<file path="config.mk">
export PLATFORM = sky130hd
export DESIGN_NAME = i2s_playback_tx
export DESIGN_NICKNAME = d
export VERILOG_FILES = /design/src/rtl/i2s_pkg.sv /design/src/rtl/i2s_playback_tx_clkgen.sv /design/src/rtl/i2s_playback_tx.sv
export SDC_FILE = /design/constraint.sdc
export NUM_CORES = 1
export LEC_CHECK = 0
export ABC_AREA = 0
export CAP_MARGIN = 10
export CORE_MARGIN = 2
export CORE_UTILIZATION = 50
export DETAILED_ROUTE_END_ITERATION = 10
export GPL_TIMING_DRIVEN = 1
export PLACE_DENSITY = 0.73
export SYNTH_ARGS = -nofsm -noshare
export SYNTH_HDL_FRONTEND = slang
export SYNTH_SLANG_ARGS = --single-unit
</file>
<file path="constraint.sdc">
create_clock -name mclk -period 5.72 [get_ports mclk]
set_clock_uncertainty 0.15 [all_clocks]
set_input_delay 1.43 -clock mclk [delete_from_list [all_inputs] [get_ports mclk]]
set_output_delay 1.43 -clock mclk [all_outputs]
set_load 0.01 [all_outputs]
</file>
<file path="src/rtl/i2s_pkg.sv">
`default_nettype none
// ============================================================================
// Module      : i2s_pkg
// Description : Shared constants and types for the I2S playback transmitter:
//               frame geometry, stereo sample pair and frame counter types.
// Revision    : 1.0 - initial release
// ============================================================================
package i2s_pkg;

   // Frame geometry: MCLK_PER_BCLK mclk per bit, SLOT_BITS bits per channel.
   localparam int SLOT_BITS     = 32;
   localparam int MCLK_PER_BCLK = 4;
   localparam int FRAME_MCLKS   = MCLK_PER_BCLK * 2 * SLOT_BITS;

   // Frame counter bit fields: [BCLK_LSB-1] is bclk, [POS_LSB +: POS_W] is
   // the bit position inside a slot, [CHAN_BIT] selects left/right.
   localparam int BCLK_LSB = $clog2(MCLK_PER_BCLK);
   localparam int POS_LSB  = BCLK_LSB;
   localparam int POS_W    = $clog2(SLOT_BITS);
   localparam int CHAN_BIT = POS_LSB + POS_W;

   typedef logic [7:0] frame_cnt_t;

   // Last count of a frame; the shift registers are reloaded on this cycle.
   localparam frame_cnt_t LAST_CNT = frame_cnt_t'(FRAME_MCLKS - 1);

   typedef struct packed {
      shortint l;
      shortint r;
   } stereo_sample_t;

endpackage : i2s_pkg
`default_nettype wire

</file>
<file path="src/rtl/i2s_playback_tx_clkgen.sv">
`default_nettype none
// ============================================================================
// Module      : i2s_playback_tx_clkgen (i2s_clkgen)
// Description : Free-running frame counter with registered bclk, pblrc and
//               frame_start, plus strobes telling the data path when to load
//               a new pair and when to present the next serial bit.
// Revision    : 1.0 - initial release
// ============================================================================
module i2s_clkgen
   import i2s_pkg::*;
(
   input  logic             mclk,
   input  logic             rst_n,
   output logic             bclk,
   output logic             pblrc,
   output logic             frame_start,
   output logic             load_stb,
   output logic             shift_stb,
   output logic             next_chan,
   output logic [POS_W-1:0] next_pos
);

   logic       run_q, run_d;
   logic [7:0] cnt_q, cnt_d;
   logic       bclk_q, bclk_d;
   logic       pblrc_q, pblrc_d;
   logic       frame_start_q, frame_start_d;

   // Next-state logic: the counter holds at 0 for the first cycle after
   // reset so that frame_start can mark the first frame like every other.
   always_comb begin
      run_d         = 1'b1;
      cnt_d         = run_q ? (cnt_q + 8'd1) : 8'd0;
      bclk_d        = cnt_d[BCLK_LSB-1];
      pblrc_d       = cnt_d[CHAN_BIT];
      frame_start_d = (cnt_d == 8'd0);
   end

   // Counter and clock outputs, all registered so they are glitch-free.
   always_ff @(posedge mclk or negedge rst_n) begin
      if (!rst_n) begin
         run_q         <= 1'b0;
         cnt_q         <= 8'd0;
         bclk_q        <= 1'b0;
         pblrc_q       <= 1'b0;
         frame_start_q <= 1'b0;
      end else begin
         run_q         <= run_d;
         cnt_q         <= cnt_d;
         bclk_q        <= bclk_d;
         pblrc_q       <= pblrc_d;
         frame_start_q <= frame_start_d;
      end
   end

   assign bclk        = bclk_q;
   assign pblrc       = pblrc_q;
   assign frame_start = frame_start_q;

   // Load happens on the last count of a frame; serial data advances on the
   // last mclk of every bit period so pbdat changes together with bclk fall.
   assign load_stb  = (cnt_q == LAST_CNT);
   assign shift_stb = run_q && (cnt_q[BCLK_LSB-1:0] == {BCLK_LSB{1'b1}});
   assign next_pos  = cnt_d[POS_LSB +: POS_W];
   assign next_chan = cnt_d[CHAN_BIT];

endmodule : i2s_clkgen
`default_nettype wire

</file>
<file path="src/rtl/i2s_playback_tx.sv">
`default_nettype none
// ============================================================================
// Module      : i2s_playback_tx
// Description : Accepts one stereo pair per frame over valid/ready into a
//               shadow register and serialises it as I2S (MSB first, one bclk
//               delay after the pblrc edge). Counts frames with no pair.
//               Optional macro I2S_TX_HOLD_ON_UNDERRUN_EN: on underrun the
//               last transmitted pair is repeated instead of silence.
// Revision    : 1.0 - initial release
// ============================================================================
module i2s_playback_tx
   import i2s_pkg::*;
#(
   parameter int SAMPLE_BITS = 16
)
(
   input  logic                   mclk,
   input  logic                   rst_n,
   input  logic [SAMPLE_BITS-1:0] sample_l,
   input  logic [SAMPLE_BITS-1:0] sample_r,
   input  logic                   sample_valid,
   output logic                   sample_ready,
   output logic                   bclk,
   output logic                   pblrc,
   output logic                   pbdat,
   output logic                   frame_start,
   output logic [15:0]            underrun_cnt
);

   // Slot positions 1..SAMPLE_BITS carry data; everything else is zero.
   localparam logic [POS_W-1:0] POS_FIRST = POS_W'(1);
   localparam logic [POS_W-1:0] POS_LAST  = POS_W'(SAMPLE_BITS);

   logic             load_stb;
   logic             shift_stb;
   logic             next_chan;
   logic [POS_W-1:0] next_pos;

   i2s_clkgen u_clkgen (
      .mclk        (mclk),
      .rst_n       (rst_n),
      .bclk        (bclk),
      .pblrc       (pblrc),
      .frame_start (frame_start),
      .load_stb    (load_stb),
      .shift_stb   (shift_stb),
      .next_chan   (next_chan),
      .next_pos    (next_pos)
   );

   stereo_sample_t        shadow_q, shadow_d;
   logic                  shadow_full_q, shadow_full_d;
   logic [SAMPLE_BITS-1:0] sh_l_q, sh_l_d;
   logic [SAMPLE_BITS-1:0] sh_r_q, sh_r_d;
   logic                  pbdat_q, pbdat_d;
   logic [15:0]           underrun_q, underrun_d;
   stereo_sample_t        incoming;
   stereo_sample_t        fill_pair;
   logic                  accept;

   assign incoming = {sample_l, sample_r};
   assign accept   = sample_valid && !shadow_full_q;

`ifdef I2S_TX_HOLD_ON_UNDERRUN_EN
   stereo_sample_t last_q, last_d;

   // Remember whatever pair was loaded so an underrun can repeat it.
   always_comb begin
      last_d = last_q;
      if (load_stb) begin
         last_d = {sh_l_d, sh_r_d};
      end
   end

   // Last transmitted pair; zero after reset.
   always_ff @(posedge mclk or negedge rst_n) begin
      if (!rst_n) begin
         last_q <= '0;
      end else begin
         last_q <= last_d;
      end
   end

   assign fill_pair = last_q;
`else
   assign fill_pair = '0;
`endif

   // Data path: serial shifting, frame-boundary load and shadow handshake.
   always_comb begin
      shadow_d      = shadow_q;
      shadow_full_d = shadow_full_q;
      sh_l_d        = sh_l_q;
      sh_r_d        = sh_r_q;
      pbdat_d       = pbdat_q;
      underrun_d    = underrun_q;

      if (shift_stb) begin
         if ((next_pos >= POS_FIRST) && (next_pos <= POS_LAST)) begin
            if (next_chan) begin
               pbdat_d = sh_r_q[SAMPLE_BITS-1];
               sh_r_d  = sh_r_q << 1;
            end else begin
               pbdat_d = sh_l_q[SAMPLE_BITS-1];
               sh_l_d  = sh_l_q << 1;
            end
         end else begin
            pbdat_d = 1'b0;
         end
      end

      if (load_stb) begin
         // Shadow wins; otherwise a pair offered this very cycle bypasses
         // the shadow; otherwise the frame is an underrun.
         if (shadow_full_q) begin
            sh_l_d        = shadow_q.l;
            sh_r_d        = shadow_q.r;
            shadow_full_d = 1'b0;
         end else if (sample_valid) begin
            sh_l_d = incoming.l;
            sh_r_d = incoming.r;
         end else begin
            sh_l_d = fill_pair.l;
            sh_r_d = fill_pair.r;
            if (underrun_q != 16'hFFFF) begin
               underrun_d = underrun_q + 16'd1;
            end
         end
      end else if (accept) begin
         shadow_d      = incoming;
         shadow_full_d = 1'b1;
      end
   end

   // Data path registers.
   always_ff @(posedge mclk or negedge rst_n) begin
      if (!rst_n) begin
         shadow_q      <= '0;
         shadow_full_q <= 1'b0;
         sh_l_q        <= '0;
         sh_r_q        <= '0;
         pbdat_q       <= 1'b0;
         underrun_q    <= 16'd0;
      end else begin
         shadow_q      <= shadow_d;
         shadow_full_q <= shadow_full_d;
         sh_l_q        <= sh_l_d;
         sh_r_q        <= sh_r_d;
         pbdat_q       <= pbdat_d;
         underrun_q    <= underrun_d;
      end
   end

   assign sample_ready = !shadow_full_q;
   assign pbdat        = pbdat_q;
   assign underrun_cnt = underrun_q;

endmodule : i2s_playback_tx
`default_nettype wire
</file>
==> flow_metrics.py, run 1 <==
metrics = {
    "worst_setup_path": {
        "slowest_stage": "clkdlybuf4s50_1",
        "arrival_ps": 3510,
        "crit_buf_inv": 3,
        "cp-endpoint": "shadow_q[12]$_DFFE_PN0P_",
        "slowest_delay_ps": 460,
        "cpLargestDelayFamily": "buffers and inverters",
        "path_cells": "clkdlybuf4s50_1 > nor2b_2 > buf_4 > nand2_1 > buf_4 > mux2_2",
        "critPathMaxFanout": 32,
        "timing.rr.start": "u_clkgen.cnt_q[0]$_DFF_PN0_",
        "critPathRequiredTime_ps": 5810,
        "crit_type": "in2reg",
        "start_kind": "input pin",
        "rr_endpoint": "sh_r_q[12]$_DFFE_PN0P_",
        "ff2ff_setup_slack_ps": 2510,
        "crit_cells": 6,
        "worstRegToRegCells": 7,
        "crit_path_end_kind": "flip-flop",
        "crit_top_cell": "buf_4",
        "critPathLaunch": "sample_valid",
    },
    "sta": {
        "fmax_ghz": 0.292,
        "hold_slack_ps": 350,
        "max_slew_margin": 0.355,
        "finalSetupTns_ps": 0,
        "setup_viol": 0,
        "min_period_ps": 3420,
        "rsz0062_at_grt": "false",
        "finalCritPeriodShare": 0.598,
        "hold_viol_final": 0,
        "report.final.slew_viol_count": 0,
        "tightest_slew_ps": 963,
    },
    "global_route": {
        "grt_overflow": 0,
        "antenna_found_initial": 0,
        "grt_pass1_vias": 3124,
        "grt_busiest_layer": "met2",
        "grt_max_degree": 79,
        "grt_use_met2": 0.287,
        "grt_pass1_wl_mm": 15.1,
        "grt_use_total": 0.191,
        "use_met1": 0.282,
        "use_met3": 0.0376,
    },
    "finish": {
        "regArea_sq_um": 2300,
        "stdcell_area_sq_um": 5360,
        "final_nets": 478,
        "final_common_cell": "dfrtp_1",
        "fin_util": 0.614,
        "mostFrequentLayoutCells": "dfrtp_1 (92), clkdlybuf4s50_1 (54), nand2_1 (46), mux2_2 (33), o211ai_1 (31)",
        "drive_above_1_share": 0.148,
        "instances_no_fill": 553,
        "area_growth_pct": 18.8,
        "multi_input_area_sq_um": 2060,
        "diodes": 0,
        "n_fill_cell": 725,
    },
    "route": {
        "wl_per_cell_microns": 16.2,
        "drt_pre_antenna_iters": 5,
        "wirelength_mm": 8.96,
        "via_count": 3263,
        "ant_nets": 0,
        "initialDrtViolationCount": 182,
        "vias_per_cell": 5.90,
        "drc": 0,
    },
    "power_and_ir_drop": {
        "switching_share": 0.225,
        "p_seq_frac": 0.527,
        "power_density_nw_per_um2": 262,
        "clock_power_share": 0.371,
        "cellLeakagePower_nw": 2.21,
        "ir_worst_vdd_mv": 0.119,
        "intPower_w": 0.00109,
        "switching_power_w": 0.000315,
        "pwr-share-comb": 0.102,
    },
    "yosys": {
        "syn_nets": 440,
        "synth-seq-area-share": 0.510,
        "yosysUniqueCellTypes": 45,
        "synth.avg_cell_area_sq_um": 11.2,
        "synth_edf_count": 0,
        "syn_inst": 403,
        "netlist_area_sq_um": 4510,
        "ys.flop_type": "dfrtp_1",
        "async_flop_share": 1.00,
        "ys_seq_elements": 92,
        "yosys_warnings": 0,
    },
    "run": {
        "max_cap_viol_count": 0,
    },
    "placement": {
        "hpwl_mm": 5.73,
        "port-buffer-count": 55,
        "gp_congestion": 0.813,
        "placed_area_sq_um": 5090,
        "dp.cells": 537,
    },
    "cts": {
        "cts-buffers-inserted": 9,
        "cts_buffer_depth": 2,
        "h-tree-depth": 3,
        "clock_latency_ps": 360,
        "cts_setup_buffers": 0,
        "clock-sinks": 92,
        "cts-hold-fix-buffers": 0,
        "cts_tree": "built",
        "clock-root-buffer": "clkbuf_8",
        "path_clk_slew_ps": 90,
        "ctsResizeCount": 0,
    },
    "floorplanning": {
        "io_pins": 56,
        "rows": 34,
        "initial_core_util": 0.517,
        "core_area_sq_um": 8720,
        "die_h_microns": 99.0,
        "die-area_sq_um": 9800,
        "fp.dieW_microns": 99.0,
    },
    "outcome": {
        "status": "finished, final reports clean",
    },
    "worst_hold_path": {
        "hp-class": "reg2reg",
    },
}
==> cell families after synthesis <==
family | count (synthesis) | synth area share
buffers and inverters | 36 | 0.0361
adder cells (fa/ha/maj) | 2 | 0.00555
AND/OR/NAND/NOR | 109 | 0.130
multiplexers | 34 | 0.0846
AO/OA/AOI/OAI | 109 | 0.193
other | 1 | 0.000831
flip-flops | 92 | 0.510
XOR/XNOR | 20 | 0.0388
==> flip-flops by register name (all words and copies together) (netlist names) <==
signal	cells
sh_l_q	16
shadow_q	32
u_clkgen.frame_start	1
u_clkgen.run_q	1
sh_r_q	16
shadow_full_q	1
u_clkgen.cnt_q	8
pbdat	1
underrun_cnt	16
==> worst reg2reg max path, delay by kind of cell, from the launching register on <==
family / cells / cell delay, ps
compound gates: 3 / 1220
fa+ha+maj: 1 / 350
simple gates: 2 / 530
flops: 1 / 440
buf+inv: 1 / 350
==> power by group through the flow <==
stage                     Combinational (W)  Sequential (W)  Clock [W]
after floorplan                   0.0000840        0.000743          0
after global placement             0.000141        0.000748          0
after detailed placement           0.000146        0.000751          0
after CTS                          0.000146        0.000738   0.000535
after global routing               0.000162        0.000745   0.000563
final                              0.000144        0.000739   0.000520
==> synth_stat cells, types with 3 or more instances <==
master	n	area share
nand4_1	7	0.0097
nand2_1	46	0.038
o21ai_0	4	0.0044
buf_4	4	0.0067
and2_1	23	0.032
buf_2	10	0.011
nor2b_1	4	0.0055
nor2_1	5	0.0042
o221ai_1	29	0.056
a22oi_1	30	0.050
dfrtp_1	92	0.51
clkbuf_1	19	0.016
nand3_1	6	0.0067
xnor2_1	15	0.029
o211ai_1	31	0.052
nor3_1	3	0.0033
and4_1	4	0.0078
mux2_2	33	0.082
xor2_1	5	0.0097
==> worst min-delay path by stage <==
stage	start	endpoint	slack [ps]	cells after the start
3_5_place_dp	underrun_cnt[5]$_DFFE_PN0P_	underrun_cnt[5]$_DFFE_PN0P_	330	1
6_report	underrun_cnt[5]$_DFFE_PN0P_	underrun_cnt[5]$_DFFE_PN0P_	350	1
3_3_place_gp	underrun_cnt[5]$_DFFE_PN0P_	underrun_cnt[5]$_DFFE_PN0P_	330	1
5_1_grt	underrun_cnt[15]$_DFFE_PN0P_	underrun_cnt[15]$_DFFE_PN0P_	370	1
4_1_cts	underrun_cnt[5]$_DFFE_PN0P_	underrun_cnt[5]$_DFFE_PN0P_	350	1
2_1_floorplan	u_clkgen.cnt_q[0]$_DFF_PN0_	u_clkgen.cnt_q[0]$_DFF_PN0_	320	1
==> through the flow <==
step	power, W	setup slack, ps
detailed placement	0.000896	1850
global placement	0.000889	1930
finish	0.00140	2300
CTS	0.00142	1940
floorplan	0.000827	2830
global route	0.00147	2160
==> layout make-up <==
class                      instances  area share
sequential                        92       0.430
multi-input combinational        275       0.384
timing repair buffer              62       0.116
clock buffer                      11      0.0264
tap                              108      0.0252
clock inverter                     4      0.0182
inverter                           1    0.000701
==> metal layers <==
layer / wire [microns] / vias to the layer above
li1: - / 1586
met1: 4350 / 1592
met2: 4130 / 75
met3: 382 / 10
met4: 95 / 0
met5: 0 / -
No activity file was read; power rests on OpenSTA's default activity.
==> run 2: changes to the inputs <==
- clock period: 5.72 -> 3.45 ns (I/O delays scaled with it)
==> flow_metrics.py, run 2 (synthesis gave the netlist of run 1 again) <==
metrics = {
    "outcome": {
        "status": "finished, final reports clean",
    },
    "global_route": {
        "grt_overflow": 0,
        "grt_use_total": 0.195,
        "grt_max_degree": 79,
        "grt_pass1_vias": 3197,
        "antenna_found_initial": 0,
        "grt_pass1_wl_mm": 15.5,
    },
    "finish": {
        "largest_reg_flops": 32,
        "area_growth_pct": 18.7,
        "top_register": "shadow_q",
        "fin_util": 0.614,
        "diodes": 0,
        "mostFrequentLayoutCells": "dfrtp_1 (92), clkdlybuf4s50_1 (54), nand2_1 (46), mux2_2 (33), o211ai_1 (31)",
        "final_common_cell": "dfrtp_1",
        "final_nets": 483,
        "drive_above_1_share": 0.157,
    },
    "sta": {
        "min_period_ps": 2760,
        "report.final.slew_viol_count": 0,
        "setup_viol": 0,
        "layout_setup_ws_ps": 686,
        "finalCritPeriodShare": 0.801,
        "max_slew_margin": 0.569,
        "rsz0062_at_grt": "false",
        "fmax_ghz": 0.362,
        "finalSetupTns_ps": 0,
        "tightest_slew_ps": 647,
        "hold_viol_final": 0,
    },
    "power_and_ir_drop": {
        "intPower_w": 0.00174,
        "cellLeakagePower_nw": 2.22,
        "power_w": 0.00227,
        "pwr-share-comb": 0.107,
        "ir_worst_vdd_mv": 0.226,
        "switching_share": 0.235,
        "clock_power_share": 0.354,
        "p_seq_frac": 0.540,
        "switching_power_w": 0.000532,
        "power_density_nw_per_um2": 424,
    },
    "cts": {
        "clock_latency_ps": 360,
        "ctsResizeCount": 0,
        "clock-sinks": 92,
        "cts-hold-fix-buffers": 0,
        "cts_setup_buffers": 0,
        "path_clk_slew_ps": 90,
        "cts_buffer_depth": 2,
        "cts_tree": "built",
        "clock-root-buffer": "clkbuf_8",
        "cts-buffers-inserted": 9,
        "h-tree-depth": 3,
    },
    "worst_setup_path": {
        "cpLargestDelayFamily": "compound AO/OA/AOI/OAI gates",
        "start_kind": "flip-flop",
        "slowest_delay_ps": 550,
        "path_cells": "ha_1 > nand2_1 > or3_1 > a211oi_4 > o21a_2 > o221ai_1",
        "arrival_ps": 2820,
        "critPathMaxFanout": 16,
        "crit_type": "reg2reg",
        "crit_path_end_kind": "flip-flop",
        "slowest_stage": "a211oi_4",
        "critPathRequiredTime_ps": 3500,
        "crit_buf_inv": 0,
    },
    "worst_hold_path": {
        "hp-class": "in2async",
    },
    "floorplanning": {
        "io_pins": 56,
        "fp.dieW_microns": 99.0,
        "rows": 34,
        "die-area_sq_um": 9800,
        "die_h_microns": 99.0,
        "core_area_sq_um": 8720,
        "initial_core_util": 0.517,
    },
    "placement": {
        "dp_slack_ps": 546,
        "gp_congestion": 0.802,
        "port-buffer-count": 55,
        "hpwl_mm": 5.93,
    },
    "route": {
        "drt_pre_antenna_iters": 4,
        "via_count": 3290,
        "wl_per_cell_microns": 16.0,
        "wirelength_mm": 8.95,
        "drc": 0,
        "initialDrtViolationCount": 228,
        "vias_per_cell": 5.89,
        "ant_nets": 0,
    },
    "run": {
        "max_cap_viol_count": 0,
    },
}
==> run 2: cell count changes in the layout (fill, tap and decap cells not counted), sizes merged <==
cell	delta
buf	+5
clkbuf	+1
bufinv	-1
clkinv	+1
==> run 2: per-layer routing <==
metal | up-vias | share of wire | track usage
met5 | - | 0 | 0
met4 | 0 | 0.011 | 0.0537
met3 | 8 | 0.043 | 0.0390
met2 | 67 | 0.45 | 0.300
met1 | 1621 | 0.50 | 0.285
li1 | 1594 | - | -
==> run 2: cell type report <==
cell class	instances	area, sq um
Clock buffer	12	145
Inverter	1	3.75
Clock inverter	4	72.6
Tap cell	108	135
Multi-Input combinational cell	275	2060
Fill cell	712	3370
Sequential cell	92	2300
Timing Repair Buffer	67	638
==> run 2: path summary, 6_finish.rpt <==
check,slack [ps],end,cells past startpoint,startpoint
max,690,sh_r_q[10]$_DFFE_PN0P_,6,u_clkgen.cnt_q[0]$_DFF_PN0_
min,340,underrun_cnt[4]$_DFFE_PN0P_,1,rst_n
max reg2reg,690,sh_r_q[10]$_DFFE_PN0P_,6,u_clkgen.cnt_q[0]$_DFF_PN0_
min reg2reg,350,underrun_cnt[10]$_DFFE_PN0P_,1,underrun_cnt[10]$_DFFE_PN0P_
max in group asynchronous,2040,shadow_q[24]$_DFFE_PN0P_,2,rst_n
min in group mclk,350,underrun_cnt[10]$_DFFE_PN0P_,1,underrun_cnt[10]$_DFFE_PN0P_
==> run 2: power by group through the flow <==
stage / Combinational, W / Sequential (W) / Clock, W
6_report: 0.000242 / 0.00122 / 0.000802
5_1_grt: 0.000274 / 0.00124 / 0.000854
4_1_cts: 0.000247 / 0.00122 / 0.000815
3_5_place_dp: 0.000246 / 0.00124 / 0
3_3_place_gp: 0.000238 / 0.00124 / 0
2_1_floorplan: 0.000139 / 0.00123 / 0
==> run 2: through the flow <==
stage / area (sq um) / instances / hold WS [ps]
3_5_place_dp: 5130 / 543 / 337
5_1_grt: 5350 / 559 / 374
6_report: 5350 / 559 / 344
2_1_floorplan: 4510 / 403 / 318
3_3_place_gp: 5130 / 543 / 332
4_1_cts: 5350 / 559 / 348
